**src/rtl/pipe_adder.sv**
```systemverilog
// Chunk-serial adder: WIDTH/CHUNK cycles per op; holds result until out_ready, no overlap.
// Optional subtract port (a + ~b + 1) is compiled in with `define PIPE_ADDER_SUB_EN.
module pipe_adder #(
    parameter int WIDTH = 16,
    parameter int CHUNK = 4
) (
    input  logic             clk,
    input  logic             rst_n,
    input  logic             in_valid,
    output logic             in_ready,
    input  logic [WIDTH-1:0] a,
    input  logic [WIDTH-1:0] b,
    input  logic             cin,
`ifdef PIPE_ADDER_SUB_EN
    input  logic             sub,
`endif
    output logic             out_valid,
    input  logic             out_ready,
    output logic [WIDTH-1:0] sum,
    output logic             cout,
    output logic             ovf
);

    localparam int NCHUNK = WIDTH / CHUNK;
    localparam int IDXW   = (NCHUNK > 1) ? $clog2(NCHUNK) : 1;
    localparam logic [IDXW-1:0] LAST_IDX = IDXW'(NCHUNK - 1);

    generate
        if ((WIDTH % CHUNK) != 0 || WIDTH < 4) begin : g_bad_params
            $error("pipe_adder: WIDTH must be a multiple of CHUNK and at least 4");
        end
    endgenerate

    typedef enum logic [1:0] {
        IDLE = 2'd0,
        BUSY = 2'd1,
        DONE = 2'd2
    } state_t;

    state_t            state_q, state_d;
    logic [WIDTH-1:0]  a_q, a_d;
    logic [WIDTH-1:0]  b_q, b_d;
    logic              carry_q, carry_d;
    logic [IDXW-1:0]   idx_q, idx_d;
    logic [WIDTH-1:0]  sum_q, sum_d;
    logic              cout_q, cout_d;
    logic              ovf_q, ovf_d;

    logic [CHUNK-1:0]  chunk_a;
    logic [CHUNK-1:0]  chunk_b;
    logic [CHUNK:0]    chunk_add;
    logic              msb_carry_in;
    logic              op_sub;

`ifdef PIPE_ADDER_SUB_EN
    assign op_sub = sub;
`else
    assign op_sub = 1'b0;
`endif

    assign chunk_a   = a_q[idx_q*CHUNK +: CHUNK];
    assign chunk_b   = b_q[idx_q*CHUNK +: CHUNK];
    assign chunk_add = {1'b0, chunk_a} + {1'b0, chunk_b} + {{CHUNK{1'b0}}, carry_q};
    // Carry into the top bit of this chunk, recovered from its sum bit.
    assign msb_carry_in = chunk_a[CHUNK-1] ^ chunk_b[CHUNK-1] ^ chunk_add[CHUNK-1];

    always_comb begin
        state_d = state_q;
        a_d     = a_q;
        b_d     = b_q;
        carry_d = carry_q;
        idx_d   = idx_q;
        sum_d   = sum_q;
        cout_d  = cout_q;
        ovf_d   = ovf_q;
        case (state_q)
            IDLE: begin
                if (in_valid) begin
                    a_d     = a;
                    // Subtraction stores the inverted addend and forces carry-in to 1.
                    b_d     = op_sub ? ~b : b;
                    carry_d = op_sub ? 1'b1 : cin;
                    idx_d   = '0;
                    state_d = BUSY;
                end
            end
            BUSY: begin
                sum_d[idx_q*CHUNK +: CHUNK] = chunk_add[CHUNK-1:0];
                carry_d = chunk_add[CHUNK];
                idx_d   = idx_q + 1'b1;
                if (idx_q == LAST_IDX) begin
                    cout_d  = chunk_add[CHUNK];
                    ovf_d   = msb_carry_in ^ chunk_add[CHUNK];
                    idx_d   = '0;
                    state_d = DONE;
                end
            end
            DONE: begin
                if (out_ready) begin
                    state_d = IDLE;
                end
            end
            default: state_d = IDLE;
        endcase
    end

    always_ff @(posedge clk or negedge rst_n) begin
        if (!rst_n) begin
            state_q <= IDLE;
            a_q     <= '0;
            b_q     <= '0;
            carry_q <= 1'b0;
            idx_q   <= '0;
            sum_q   <= '0;
            cout_q  <= 1'b0;
            ovf_q   <= 1'b0;
        end else begin
            state_q <= state_d;
            a_q     <= a_d;
            b_q     <= b_d;
            carry_q <= carry_d;
            idx_q   <= idx_d;
            sum_q   <= sum_d;
            cout_q  <= cout_d;
            ovf_q   <= ovf_d;
        end
    end

    assign in_ready  = (state_q == IDLE);
    assign out_valid = (state_q == DONE);
    assign sum       = sum_q;
    assign cout      = cout_q;
    assign ovf       = ovf_q;

endmodule

```
**config.mk**
```make
export PLATFORM = sky130hd
export DESIGN_NAME = pipe_adder
export DESIGN_NICKNAME = d
export VERILOG_FILES = /design/src/rtl/pipe_adder.sv
export SDC_FILE = /design/constraint.sdc
export NUM_CORES = 1
export LEC_CHECK = 0
export BUFFER_PORTS_ARGS = -buffer_cell sky130_fd_sc_hd__buf_2
export CAP_MARGIN = 5
export CORE_MARGIN = 8
export CORE_UTILIZATION = 55
export CTS_CLUSTER_DIAMETER = 60
export CTS_CLUSTER_SIZE = 12
export DETAILED_ROUTE_END_ITERATION = 12
export PLACE_DENSITY = 0.91
export SKIP_LAST_GASP = 1
export SLEW_MARGIN = 20
export SYNTH_ARGS = -nofsm -noshare
export SYNTH_HDL_FRONTEND = slang
export SYNTH_SLANG_ARGS = --single-unit
```
**constraint.sdc**
```tcl
create_clock -name clk -period 4.8 [get_ports clk]
set_input_delay 0.72 -clock clk [delete_from_list [all_inputs] [get_ports clk]]
set_output_delay 0.72 -clock clk [all_outputs]
set_load 0.05 [all_outputs]
```
* Word-level counts from Yosys, hierarchy flattened
Index checks and enable logic that the tools add are counted.
** Cells by class
- Add/sub/neg operators :: 4
- Equality and inequality tests :: 6
- Shifts and indexed selects :: 4
- Multiplexer cells :: 10
- Bitwise gates (word level) :: 3
- Reduce and logical (&&, ||, !) cells :: 6
** Operators with widths (count)
- 4-bit negator with 34-bit output :: 1
- 4-bit by 34-bit variable shift with 16-bit output, first input constant :: 1
- 4-bit by 34-bit variable part select with 16-bit output :: 1
- 16-bit by 5-bit variable part select with 4-bit output :: 2
- 16-bit bitwise mux :: 1
- 2-bit two-way mux :: 5
- 2-bit case mux with 3 select lines :: 1
- 2-bit AND reduction :: 3
- 4-bit by 4-bit adder with 5-bit output :: 1
- 5-bit by 1-bit adder with 5-bit output :: 1
- 2-bit == test, second input constant :: 2
- 2-bit inequality test, second input constant :: 2
- 2-bit case mux with 2 select lines :: 1
- 3-bit AND reduction :: 1
- 1-bit XOR :: 3
- 2-bit by 1-bit adder with 2-bit output, second input constant :: 1
- 2-bit by 1-bit == test with 1-bit output, second input constant :: 1
- 2-bit zero test :: 1
- 2-bit by 1-bit inequality test with 1-bit output, second input constant :: 1
- 1-bit case mux with 2 select lines :: 1
- 2-bit nonzero test :: 1
- 1-bit two-way mux :: 1
** Word-level totals
- Flip-flop bits (word level) :: 55
- Input bits :: 37
- Output and inout bits :: 20
- Logic and storage cells :: 41

* Logic depth before layout (Yosys ltp)
Gate-level depths: netlist (run 1).
- Word-level depth :: 5
- Gate-level depth with buffers :: 8
- Mapped depth without buffers :: 7

* Least setup slack after synthesis (run 1)
OpenSTA, ideal clock, no wires.
- Path type :: register to register
- From :: reg idx_q[1]
- To :: reg ovf_q, in the netlist ovf
- Setup time :: 0.123 ns
- Data arrival time :: 2.437 ns
- Data required time :: 4.677 ns
- Slack :: 2.240 ns
- Cell stages (with the launch flop) :: 9
- Path buffers :: 1
- Clock period less this slack :: 2.560 ns
- Cells stage by stage :: dfrtp_1 -> clkbuf_1 -> mux4_2 -> fa_1 -> fa_1 -> a21o_1 -> a21oi_2 -> xnor2_1 -> o21ai_1
** On the way
- Cells in the longest elaborated chain, start to end :: 5
- Elaborated cells on any way between the ends :: 9
- Classes of those cells :: add/sub (2); eq/ne (1); shift (2); bitwise (3); reduce/logical (1)
** RTL lines
- from (decl) :: RTL line 44 : logic [IDXW-1:0] idx_q, idx_d;
- from (signal assigned) :: RTL line 122 : idx_q <= idx_d;
- 16-bit by 5-bit variable part select with 4-bit output (on tied branches) :: RTL line 61, 62
- 4-bit by 4-bit adder with 5-bit output :: RTL line 63 : assign chunk_add = {1'b0, chunk_a} + {1'b0, chunk_b} + {{CHUNK{1'b0}}, carry_q};
- 5-bit by 1-bit adder with 5-bit output :: RTL line 63
- 1-bit XOR :: RTL line 65 : assign msb_carry_in = chunk_a[CHUNK-1] ^ chunk_b[CHUNK-1] ^ chunk_add[CHUNK-1];
- 1-bit XOR :: RTL line 93 : ovf_d = msb_carry_in ^ chunk_add[CHUNK];
- to (signal assigned) :: RTL line 125 : ovf_q <= ovf_d;
- to (decl) :: RTL line 47 : logic ovf_q, ovf_d;
Parallel ways exist; a longest one is shown, timed or not.
A chain may end at the register's enable or synchronous reset.

* Final worst setup path (run 1)
- From :: reg idx_q[0]
- To :: reg ovf_q, in the netlist ovf
Same word-level chain as after synthesis.

==> results.toml, run 1 <==
[status]
status = "complete, no violations"

[timing]
worst_pin_slew_ns = 0.797
finClkSkew_ns = 0.00677
relSlewSlack = 0.469
rsz0062_at_grt = "no"
hold_viol_final = 0
slew_viol_final = 0
fin_crit_sh = 0.645
finalCriticalPeriod_ns = 3.09
max_clock_freq_ghz = 0.323
setup_viol = 0
setup_tns_ns = 0

[floorplanning]
pin_count = 57
rows = 25
die_h_um = 84.3
core_um2 = 4600
start_util = 0.558
die_area_um2 = 7110
die_x_um = 84.3

[detailed_routing]
viasPerCell = 5.66
drt_iter0_drc = 58
firstDrtPassIters = 4
vias = 1601
wl_met1_mm = 2.06
wl_met2_mm = 2.60
wl_per_cell_um = 17.6
maxUsedRoutingLayer = "met4"
wl_met3_um = 266
ant_nets = 0
wl_mm = 4.99
drc = 0

[clock_tree]
post_cts_buffers = 0
cts-buffers-inserted = 5
clock_path_buffers = 2
clock_latency_ns = 0.31
htree_levels = 2
cts_hold_buf = 0
cts_resized = 0
clk_pin_slew_ns = 0.09
tritoncts = "yes"
cts.sink_count = 55
root_buffer = "clkbuf_8"

[synthesis]
syn_area_um2 = 2570
yosysWarningCount = 0
yosys.area_share.simple = 0.0722
ys_seq_area_frac = 0.536
synth-xor-area-share = 0.0102
synth_cell_types = 29
synth_area_leaders = "dfrtp_1, mux2_2, mux4_2, a22o_1, ha_1"
synth-compound-area-share = 0.0848
syn_avg_cell_area_um2 = 15.1
ys_seq_elements = 55
synth_top_cell_area_share = 0.536
synth_fa_ha_area_frac = 0.0595
synth_top_cell_by_area = "dfrtp_1"
synthMuxAreaShare = 0.211
synth_fp_nets = 218
synth_top_family_by_area = "multiplexers"
synthCells = 170

[critical_path]
path_max_fanout = 16
cp-start-kind = "flip-flop"
cp_data_arrival_time_ns = 3.29
critPathKind = "flip-flop to flip-flop"
required_ns = 4.99
endpoint_kind = "flip-flop"
r2r_slack_ns = 1.71

[global_routing]
grt_usage = 0.148
antenna_found_initial = 0
grt_max_degree = 56
grt_overflow = 0
grt_first_pass_wirelength_mm = 8.60
grt_pass1_vias = 1795

[cells_and_area]
fillerInstances = 341
diodes = 0
drive_above_1_share = 0.502
syn_to_final_growth_pct = 16.3
final_nets = 277

[place]
place_hpwl_mm = 3.86
port-buffer-count = 56
place_congestion = 0.828

[run]
max-cap-violations = 0

[hold_path]
hold_class = "flip-flop to flip-flop"
-- Yosys cell counts, drive strengths merged --
master  number
a21o         2
a21oi        2
a22o        15
a22oi        1
and2b        1
buf          5
clkbuf       1
dfrtp       55
fa           2
ha           9
inv          4
mux2        32
mux4         8
nand2       11
nand2b       2
nand3        1
nor2         4
nor3b        1
nor4         3
o21ai        5
o21bai       1
o22ai        1
o31ai        1
xnor2        2
xor2         1
-- cell usage in the layout (no fill, tap or decap), types with 2 or more instances in the layout --
master / n
ha_1: 9
nor2_1: 4
clkbuf_8: 5
a21o_1: 2
nor4_4: 3
nand2_1: 7
buf_2: 56
a21oi_2: 2
nand2_4: 3
o21ai_1: 2
a22o_1: 15
mux4_2: 8
fa_1: 2
mux2_2: 32
o21ai_0: 3
nand2b_1: 2
buf_4: 2
xnor2_1: 2
dfrtp_1: 55
inv_1: 4
-- per-stage QoR --
stage / cells / hold WS (ns) / setup WS, ns / utilization / area [µm²]
after detailed placement: 276 / 0.475 / 1.67 / 0.627 / 2880
final: 283 / 0.496 / 1.71 / 0.649 / 2990
after floorplan: 170 / 0.424 / 2.24 / - / 2570
after global placement: 276 / 0.468 / 1.79 / 0.627 / 2880
after global routing: 283 / 0.518 / 1.49 / 0.649 / 2990
after CTS: 283 / 0.498 / 1.67 / 0.649 / 2990
-- cell families (layout without fill, tap and decap cells) --
kind of cell | count (synthesis) | in the layout
compound gates | 28 | 28
xor+xnor | 3 | 3
fa+ha+maj | 11 | 11
buf+inv | 10 | 69
flops | 55 | 55
mux | 40 | 40
simple gates | 23 | 23
-- layout make-up --
class	count	area [µm²]	share of cell area
Sequential cell	55	1380	0.461
Multi-Input combinational cell	105	1130	0.378
Timing Repair Buffer	58	295	0.0989
Clock buffer	6	72.6	0.0243
Tap cell	54	67.6	0.0226
Clock inverter	1	30.0	0.0101
Inverter	4	15.0	0.00503
-- critical path, cell delays in order (launching register included) --
cell,delay [ns]
dfrtp_1,0.87
mux4_2,0.61
fa_1,0.44
fa_1,0.44
a21o_1,0.21
a21oi_2,0.19
xnor2_1,0.14
o21ai_1,0.07
-- state kept, by name, summed over array words and instances, names as in the netlist --
signal,count
a_q,16
cout,1
idx_q,2
ovf,1
sum,16
b_q,16
carry_q,1
state_q,2
-- routing by layer --
metal  track usage  up-vias
li1              -      743
met1         0.167      809
met2         0.255       41
met3        0.0484        8
met4        0.0534        0
met5             0        -
-- path summary, 6_finish.rpt --
kind	from	endpoint	cells after the start
max	idx_q[0]	ovf	7
min	sum[2]	sum[2]	2
max reg2reg	idx_q[0]	ovf	7
min reg2reg	sum[2]	sum[2]	2
max in group asynchronous	rst_n	sum[14]	2
min in group asynchronous	rst_n	sum[4]	2
Power of run 1 is left out: the tool's default activity adds up to more than one toggle a clock period on the data nets, which glitch-free logic cannot reach.
==> run 2: changes to the inputs <==
--- a/config.mk
+++ b/config.mk
@@ -8,11 +8,11 @@
 export BUFFER_PORTS_ARGS = -buffer_cell sky130_fd_sc_hd__buf_2
 export CAP_MARGIN = 5
 export CORE_MARGIN = 8
-export CORE_UTILIZATION = 55
+export CORE_UTILIZATION = 54
 export CTS_CLUSTER_DIAMETER = 60
 export CTS_CLUSTER_SIZE = 12
 export DETAILED_ROUTE_END_ITERATION = 12
-export PLACE_DENSITY = 0.91
+export PLACE_DENSITY = 0.9
 export SKIP_LAST_GASP = 1
 export SLEW_MARGIN = 20
 export SYNTH_ARGS = -nofsm -noshare
==> constraint.sdc (replaced) <==
create_clock -name clk -period 2.9 [get_ports clk]
set_input_delay 0.435 -clock clk [delete_from_list [all_inputs] [get_ports clk]]
set_output_delay 0.435 -clock clk [all_outputs]
set_load 0.05 [all_outputs]
==> results.toml, run 2 (same netlist as run 1, synthesis figures left out) <==
[status]
status = "complete, no violations"

[cells_and_area]
regArea_um2 = 1380
final_common_cell = "buf_2"
final_nets = 280
syn_to_final_growth_pct = 17.8
diodes = 0
multiInputGateArea_um2 = 1130
fillerInstances = 338
final_cell_mix = "buf_2, dfrtp_1, mux2_2"
drive_above_1_share = 0.515

[floorplanning]
rows = 25
core_um2 = 4660
start_util = 0.551
die_h_um = 84.9
die_x_um = 84.9
die_area_um2 = 7210
pin_count = 57

[critical_path]
path_max_fanout = 4
r2r-start = "idx_q[0]"
worst_path_max_delay_cell = "mux4_2"
endpoint_kind = "flip-flop"
cp_data_arrival_time_ns = 2.76
reg2reg_depth = 7
path_cells = "mux4_2, fa_1, fa_1, a21o_1, a21oi_2, xnor2_1, o21ai_1"
r2r_slack_ns = 0.34
critPathKind = "flip-flop to flip-flop"
reg2reg_to = "ovf"
required_ns = 3.10
crit_top_cell = "fa_1"
cp-start-kind = "flip-flop"
max_stage_delay_ns = 0.54

[detailed_routing]
wl_per_cell_um = 17.6
drc = 0
wl_mm = 5.06
drt_iter0_drc = 66
viasPerCell = 5.62
vias = 1612
firstDrtPassIters = 4
ant_nets = 0

[place]
port-buffer-count = 56
place_congestion = 0.859
place_hpwl_mm = 3.87

[timing]
relSlewSlack = 0.594
fin_crit_sh = 0.884
worst_pin_slew_ns = 0.608
rsz0062_at_grt = "no"
setup_tns_ns = 0
setup_viol = 0
max_clock_freq_ghz = 0.390
slew_viol_final = 0
finClkSkew_ns = 0.00277
finalCriticalPeriod_ns = 2.56
hold_viol_final = 0

[clock_tree]
tritoncts = "yes"
cts-buffers-inserted = 5
clock_latency_ns = 0.31
clk_pin_slew_ns = 0.09
post_cts_buffers = 0
root_buffer = "clkbuf_8"
cts_resized = 0
cts.sink_count = 55
htree_levels = 2
cts_hold_buf = 0
clock_path_buffers = 2

[global_routing]
grt_max_degree = 37
grt_overflow = 0
grt_pass1_vias = 1793
antenna_found_initial = 0
grt_usage = 0.155
grt_first_pass_wirelength_mm = 8.80

[hold_path]
hold_class = "primary input to async pin"

[run]
max-cap-violations = 0
[run 2: changes by cell type in the layout (fill, tap and decap cells not counted), sizes merged]
| cell | before | now |
|---|---|---|
| buf | 58 | 61 |
| clkinv | 0 | 1 |
[run 2: worst max-delay path by stage]
| stage | from | endpoint | slack (ns) | cells after the start |
|---|---|---|---|---|
| after detailed placement | idx_q[0] | ovf | 0.37 | 7 |
| after floorplan | idx_q[1] | ovf | 0.34 | 8 |
| final | idx_q[0] | ovf | 0.34 | 7 |
| after CTS | idx_q[0] | ovf | 0.33 | 7 |
| after global routing | idx_q[0] | ovf | 0.20 | 7 |
| after global placement | idx_q[0] | ovf | 0.42 | 7 |
[run 2: layout make-up]
type	instances	share of cell area
clock buffers	6	0.0273
clock inverters	2	0.0116
inverters	4	0.00497
multi-input cells	105	0.373
flip-flops and latches	55	0.455
well taps	54	0.0224
repair buffers	61	0.105
[run 2: metal layers]
metal  track usage  wire, µm
met2         0.261      2520
met5             0         0
met1         0.177      2110
met4        0.0663       128
met3        0.0492       306
[run 2: critical path, delay by kind of cell (launching register included)]
family                     cells  cell delay (ns)
AOI/OAI and AO/OA              3             0.47
DFF                            1             0.44
adders and majority gates      2             0.86
xor gates and xnor gates       1             0.14
muxes                          1             0.54
[run 2: through the flow]
step / setup slack, ns / util / hold WS [ns] / instances / instance area [µm²]
2_1_floorplan: 0.340 / - / 0.139 / 170 / 2570
3_3_place_gp: 0.422 / 0.623 / 0.470 / 279 / 2910
3_5_place_dp: 0.371 / 0.623 / 0.481 / 279 / 2910
4_1_cts: 0.331 / 0.649 / 0.143 / 287 / 3020
5_1_grt: 0.204 / 0.649 / 0.174 / 287 / 3020
6_report: 0.336 / 0.649 / 0.126 / 287 / 3020
Power of run 2 is left out for the same reason.
